File: src/rtl/moving_avg_stim_gen_pkg.sv
// Shared types and constants for the moving-average stimulus generator.
package moving_avg_stim_gen_pkg;

  localparam int DATA_W     = 10;
  localparam int MIN_PERIOD = 2;

  typedef enum logic [1:0] {
    MODE_IMPULSE = 2'b00,
    MODE_STEP    = 2'b01,
    MODE_RAMP    = 2'b10,
    MODE_SQUARE  = 2'b11
  } mode_e;

  typedef enum logic [1:0] {
    ST_IDLE   = 2'd0,
    ST_RUN    = 2'd1,
    ST_FINISH = 2'd2
  } state_e;

  // Strobe spacing below MIN_PERIOD collapses to MIN_PERIOD.
  function automatic logic [3:0] eff_period(input logic [3:0] p);
    if (p < 4'(MIN_PERIOD)) begin
      return 4'(MIN_PERIOD);
    end else begin
      return p;
    end
  endfunction

endpackage

File: src/rtl/moving_avg_stim_gen_stim_wave_calc.sv
// Sample value generator: combinational waveform select plus the wrapping ramp accumulator.
module stim_wave_calc
  import moving_avg_stim_gen_pkg::*;
(
  input  logic              clk,
  input  logic              rst,
  input  mode_e             mode,
  input  logic [5:0]        k,
  input  logic [DATA_W-1:0] amplitude,
  input  logic [5:0]        imp_index,
  input  logic              acc_load,
  input  logic              acc_step,
  output logic [DATA_W-1:0] sample
);

  logic [DATA_W-1:0] acc_r;
  logic [DATA_W-1:0] ramp_s;

  // Ramp accumulator holds k*amplitude for the next sample to be emitted.
  always_ff @(posedge clk or posedge rst) begin
    if (rst) begin
      acc_r <= '0;
    end else if (acc_load) begin
      acc_r <= amplitude;
    end else if (acc_step) begin
      acc_r <= acc_r + amplitude;
    end else begin
      acc_r <= acc_r;
    end
  end

  // Sample index 0 of a fresh sequence is emitted while the accumulator is still being loaded.
  always_comb begin
    if (acc_load) begin
      ramp_s = '0;
    end else begin
      ramp_s = acc_r;
    end
  end

  // Waveform select for sample index k.
  always_comb begin
    sample = '0;
    case (mode)
      MODE_IMPULSE: begin
        if (k == imp_index) begin
          sample = amplitude;
        end else begin
          sample = '0;
        end
      end
      MODE_STEP:    sample = amplitude;
      MODE_RAMP:    sample = ramp_s;
      MODE_SQUARE: begin
        if (k[2] == 1'b0) begin
          sample = amplitude;
        end else begin
          sample = '0;
        end
      end
      default:      sample = '0;
    endcase
  end

endmodule

File: src/rtl/moving_avg_stim_gen.sv
// Stimulus generator top: sequence FSM, strobe spacing and sample counters, registered outputs.
module moving_avg_stim_gen
  import moving_avg_stim_gen_pkg::*;
(
  input  logic              clk,
  input  logic              rst,
  input  logic              ena,
  input  logic              start,
  input  logic [1:0]        mode,
  input  logic [DATA_W-1:0] amplitude,
  input  logic [3:0]        period,
  input  logic [5:0]        length,
  input  logic [5:0]        imp_index,
  output logic [DATA_W-1:0] data_out,
  output logic              strobe_out,
  output logic              busy,
  output logic              done
);

  state_e            state_r;
  mode_e             mode_r;
  logic [DATA_W-1:0] amp_r;
  logic [3:0]        period_r;
  logic [5:0]        len_r;
  logic [5:0]        imp_r;
  logic [5:0]        k_r;
  logic [3:0]        space_r;

  logic              start_ok_s;
  logic              due_s;
  logic              acc_load_s;
  mode_e             mode_s;
  logic [DATA_W-1:0] amp_s;
  logic [5:0]        k_s;
  logic [5:0]        imp_s;
  logic [DATA_W-1:0] sample_s;

  // space_r counts enabled clocks since the last strobe; it holds while ena is low.
  always_comb begin
    start_ok_s = ena && start && (state_r == ST_IDLE);
    due_s      = ena && (state_r == ST_RUN) && (space_r >= period_r);
    acc_load_s = start_ok_s && (length != 6'd0);
  end

  // Sample 0 is produced from the live inputs in the latch cycle, later samples from the latched copy.
  always_comb begin
    if (state_r == ST_IDLE) begin
      mode_s = mode_e'(mode);
      amp_s  = amplitude;
      k_s    = 6'd0;
      imp_s  = imp_index;
    end else begin
      mode_s = mode_r;
      amp_s  = amp_r;
      k_s    = k_r;
      imp_s  = imp_r;
    end
  end

  stim_wave_calc u_wave (
    .clk       (clk),
    .rst       (rst),
    .mode      (mode_s),
    .k         (k_s),
    .amplitude (amp_s),
    .imp_index (imp_s),
    .acc_load  (acc_load_s),
    .acc_step  (due_s),
    .sample    (sample_s)
  );

  // Sequence FSM with counters and registered outputs.
  always_ff @(posedge clk or posedge rst) begin
    if (rst) begin
      state_r    <= ST_IDLE;
      mode_r     <= MODE_IMPULSE;
      amp_r      <= '0;
      period_r   <= 4'd0;
      len_r      <= 6'd0;
      imp_r      <= 6'd0;
      k_r        <= 6'd0;
      space_r    <= 4'd0;
      data_out   <= '0;
      strobe_out <= 1'b0;
      busy       <= 1'b0;
      done       <= 1'b0;
    end else if (!ena) begin
      strobe_out <= 1'b0;
      done       <= 1'b0;
    end else begin
      strobe_out <= 1'b0;
      done       <= 1'b0;
      case (state_r)
        ST_IDLE: begin
          if (start) begin
            mode_r   <= mode_e'(mode);
            amp_r    <= amplitude;
            period_r <= eff_period(period);
            len_r    <= length;
            imp_r    <= imp_index;
            busy     <= 1'b1;
            if (length == 6'd0) begin
              k_r     <= 6'd0;
              space_r <= 4'd0;
              state_r <= ST_FINISH;
            end else begin
              strobe_out <= 1'b1;
              data_out   <= sample_s;
              k_r        <= 6'd1;
              space_r    <= 4'd1;
              state_r    <= (length == 6'd1) ? ST_FINISH : ST_RUN;
            end
          end
        end
        ST_RUN: begin
          if (due_s) begin
            strobe_out <= 1'b1;
            data_out   <= sample_s;
            k_r        <= k_r + 6'd1;
            space_r    <= 4'd1;
            if ((k_r + 6'd1) == len_r) begin
              state_r <= ST_FINISH;
            end
          end else begin
            space_r <= space_r + 4'd1;
          end
        end
        ST_FINISH: begin
          done    <= 1'b1;
          busy    <= 1'b0;
          k_r     <= 6'd0;
          space_r <= 4'd0;
          state_r <= ST_IDLE;
        end
        default: begin
          busy    <= 1'b0;
          state_r <= ST_IDLE;
        end
      endcase
    end
  end

endmodule

File: config.mk
export PLATFORM = sky130hd
export DESIGN_NAME = moving_avg_stim_gen
export DESIGN_NICKNAME = d
export VERILOG_FILES = /design/src/rtl/moving_avg_stim_gen_pkg.sv /design/src/rtl/moving_avg_stim_gen_stim_wave_calc.sv /design/src/rtl/moving_avg_stim_gen.sv
export SDC_FILE = /design/constraint.sdc
export NUM_CORES = 1
export LEC_CHECK = 0
export ABC_AREA = 1
export BUFFER_PORTS_ARGS = -buffer_cell sky130_fd_sc_hd__buf_4
export CORE_UTILIZATION = 52
export CTS_BUF_LIST = sky130_fd_sc_hd__clkbuf_4 sky130_fd_sc_hd__clkbuf_8
export DETAILED_ROUTE_END_ITERATION = 16
export PLACE_DENSITY = 0.75
export RECOVER_POWER = 100
export SYNTH_ARGS = -nofsm -noshare
export SYNTH_HDL_FRONTEND = slang
export SYNTH_SLANG_ARGS = --single-unit
File: constraint.sdc
create_clock -name clk -period 2.89 [get_ports clk]
set_clock_uncertainty 0.15 [all_clocks]
set_input_delay 0.289 -clock clk [delete_from_list [all_inputs] [get_ports clk]]
set_output_delay 0.289 -clock clk [all_outputs]
set_load 0.05 [all_outputs]
==> run summary <==
At the later pin of the worst-skew pair, clock insertion delay measures 0.35 ns. The H-tree depth came out at 3. Summing over every cut layer, the via total after detailed routing is 3753. Summed over all layers, the global routing overflow is 0. After synthesis, the most frequently instantiated cells are 208 x sky130_fd_sc_hd__nand2_1, 70 x sky130_fd_sc_hd__inv_1, 63 x sky130_fd_sc_hd__dfrtp_1. The clock passes through at most 2 buffers. The total of endpoints with negative setup slack in the final report is 0.

The clock-pin slew of the registers on the worst-case setup and hold paths came out at 0.08 ns. The most used standard cell by instance count after synthesis is sky130_fd_sc_hd__nand2_1. The post-route clock period utilization came out at 91.44%. The maximum clock frequency came out at 0.3784 GHz. The arrival time at the worst endpoint is 2.78 ns. The core region area is 0.007253 mm2. The cell count after synthesis came out at 556. The routed wire length came out at 9634 um. For the pin with the worst max-slew slack, the measured transition is 1.332 ns.

After layout, the design draws a total of 5.094 mW. The total count of hold-check failures in the final report is 0. Measured along the y axis, the die boundary spans 88.65 um. The kind of end point of the critical path is a flop.

STA classifies the critical path startpoint as a flop. The number of DRC violations after detailed routing came out at 0. The number of nets in the synthesized netlist is 608. The number of flops mapped to enable cells by yosys is 0.

Cells with a size suffix above 1 make up 10.95% of the layout. The part of the Yosys area used for sequential elements is 40.38%. The relative max-transition margin is 11.13%. The synthesized design spends more area on one cell type than any other, namely sky130_fd_sc_hd__dfrtp_1.

The area share of the largest cell type after synthesis came out at 40.38%. The final net count is 669. The initial antenna violation count is 0.

The number of buffers created by CTS is 9. In this run the static leakage power is 2.456 nW. In this run the worst path has a maximum fanout of 5.

The synthesized design contains 63 register bits. Relative to the synthesized area, the layout overhead comes to 17.56%. The peak supply drop came out at 520.1 uV. The multi-input logic area is 0.001988 mm2.

The slowest stage of the critical path belongs to the cell sky130_fd_sc_hd__dfrtp_1. The final hold slack is 0.002394 ns. The setup TNS is 0 ns. The quantity of I/O buffers inserted on ports came out at 44.

The die width came out at 88.65 um. The number of top-level design ports came out at 45. 0 antenna diodes ended up in the layout. The final critical-path required period came out at 2.643 ns.

Setup repair after global routing left no endpoint under its margin. The total number of placement rows is 31. The effective utilization at floorplan is 53.82%. The flow ran to the end, and the final reports show no timing, DRC or antenna violations. The register cell area after layout is 0.001577 mm2. The global-route usage over all layers came out at 26.53%. The half-perimeter wire length of the detailed placement result is 7014 um. On the worst path, the slowest cell contributes a delay of 0.41 ns. The number of sinks handled by clock tree synthesis is 63. The min-delay analysis places its worst path in the category in -> reg. Walking the worst path, the cells encountered are inv_1 -> ha_1 -> buf_4 -> inv_2 -> nand2_1 -> o21ai_1 -> ha_1 -> a21oi_1 -> o21ai_0 -> a21oi_1 -> xor2_1 -> nand2_1 -> nand3_1. The mean routed wirelength per cell is 13.38 um. The leading register cell type out of synthesis is sky130_fd_sc_hd__dfrtp_1. The largest net degree at the start of global routing is 44. The number of vias per cell came out at 5.213. Yosys printed 0 warnings. The congestion estimate from routability-driven global placement came to 0.9174. The DRC marker count from the first detailed-route iteration is 195. The die covers 0.007858 mm2. The worst setup path is of the reg -> reg kind. By area the synthesized netlist is led by sky130_fd_sc_hd__dfrtp_1 40%, sky130_fd_sc_hd__nand2_1 20%, sky130_fd_sc_hd__inv_1 6.7%. The root buffer selected by CTS is sky130_fd_sc_hd__clkbuf_8. After filler insertion, the fill cell instance count of the layout stands at 690.

The required time reported for the critical path endpoint is 3.03 ns. For this design the ratio of total power to cell area is 1110 mW/mm2. The clock tree from TritonCTS is built.

The final number of max-transition violations came out at 0. The first-pass GRT wire length is 15820 um. In this run, placement finished with an instance count of 702. The first-pass iteration count of the detailed router came out at 5. The count of max-cap constraint violations is 0. The final cell count without fillers came out at 720.

The detail route stage leaves a number of antenna-violating nets equal to 0. In this run, distinct cell masters in the synthesized netlist total 28. The proportion of register bits with asynchronous set or reset after synthesis came out at 100.0%. The area of the mapped netlist came out at 0.003904 mm2.

The via count of the first global-routing pass was 3424. In this run the mean area of a mapped cell was 7.021 um2.
## registers in the layout, summed over array words and instances (netlist names)
name and flops:
data_out 10, strobe_out 1, busy 1, state_r 2
period_r 4, mode_r 2, u_wave.acc_r 10, space_r 4
amp_r 10, imp_r 6, done 1, k_r 6
len_r 6
## kinds of logic (layout without fill, tap and decap cells)
family / count (synthesis) / count (layout) / synth area share, %
xor gates and xnor gates: 13 / 13 / 2.917
and+or+nand+nor: 296 / 296 / 31.15
buffers and inverters: 85 / 150 / 8.398
AOI/OAI and AO/OA: 79 / 79 / 10.55
adders and majority gates: 20 / 20 / 6.603
DFF: 63 / 63 / 40.38
## stage by stage
stage	cell area [um2]	setup WS, ns	util (%)
after global placement	4433	0.3352	61.12
after detailed placement	4433	0.2000	61.12
final	4589	0.2474	63.27
after global routing	4589	0.01819	63.27
after floorplan	3904	0.07191	-
after CTS	4664	0.1904	64.31
## final timing paths
check,start,to,slack (ns),depth (start not counted)
setup / recovery,state_r[0]$_DFFE_PP0P_,u_wave.acc_r[5]$_DFFE_PP0P_,0.25,13
hold / removal,length[1],len_r[1]$_DFFE_PP0P_,0.002,3
hold reg to reg,data_out[5]$_DFFE_PP0P_,data_out[5]$_DFFE_PP0P_,0.32,2
setup reg to reg,state_r[0]$_DFFE_PP0P_,u_wave.acc_r[5]$_DFFE_PP0P_,0.25,13
min in group asynchronous,rst,data_out[2]$_DFFE_PP0P_,0.73,3
max in group asynchronous,rst,state_r[0]$_DFFE_PP0P_,0.47,4
## routing by layer
layer / track usage, % / up-vias / wire (um)
met4: 9.971 / 0 / 180
met2: 41.19 / 114 / 4361
met5: 0 / - / 0
met3: 3.731 / 15 / 508
li1: - / 1886 / -
met1: 37.66 / 1738 / 4583
## layout make-up
| class | instances | share of cell area (%) |
|---|---|---|
| Inverter | 72 | 5.889 |
| Clock inverter | 3 | 0.9269 |
| Clock buffer | 12 | 3.462 |
| Multi-Input combinational cell | 408 | 43.32 |
| Sequential cell | 63 | 34.35 |
| Timing Repair Buffer | 63 | 9.351 |
| Tap cell | 99 | 2.699 |
## critical path, delay by kind of cell, from the launching register on
kind | cells | cell delay [ns]
AOI/OAI and AO/OA | 4 | 0.76
xor gates and xnor gates | 1 | 0.16
adders and majority gates | 2 | 0.55
buffers and inverters | 3 | 0.32
DFF | 1 | 0.41
and+or+nand+nor | 3 | 0.22
## report_power, final
group,internal (mW),switching (mW),total [mW]
Clock,0.449,0.358,0.807
Combinational,0.976,1.84,2.81
Sequential,1.24,0.238,1.47
## what timing repair did
item / CTS / global route
endpoints found under the hold margin: 36 / 0
hold buffers: 3 / 0
buffers inserted: 0 / 0
resized for setup: 0 / 1
setup endpoints to repair: 0 / 2
## cell usage in the layout, fill, tap and decap left out, drive strengths merged, types with 19 or more instances in the layout
| cell | instances |
|---|---|
| a21oi | 22 |
| buf | 45 |
| clkbuf | 27 |
| dfrtp | 63 |
| ha | 19 |
| inv | 72 |
| nand2 | 208 |
| nand3 | 43 |
| nor2 | 31 |
| o21ai | 49 |
No activity file was read; power rests on OpenSTA's default activity.
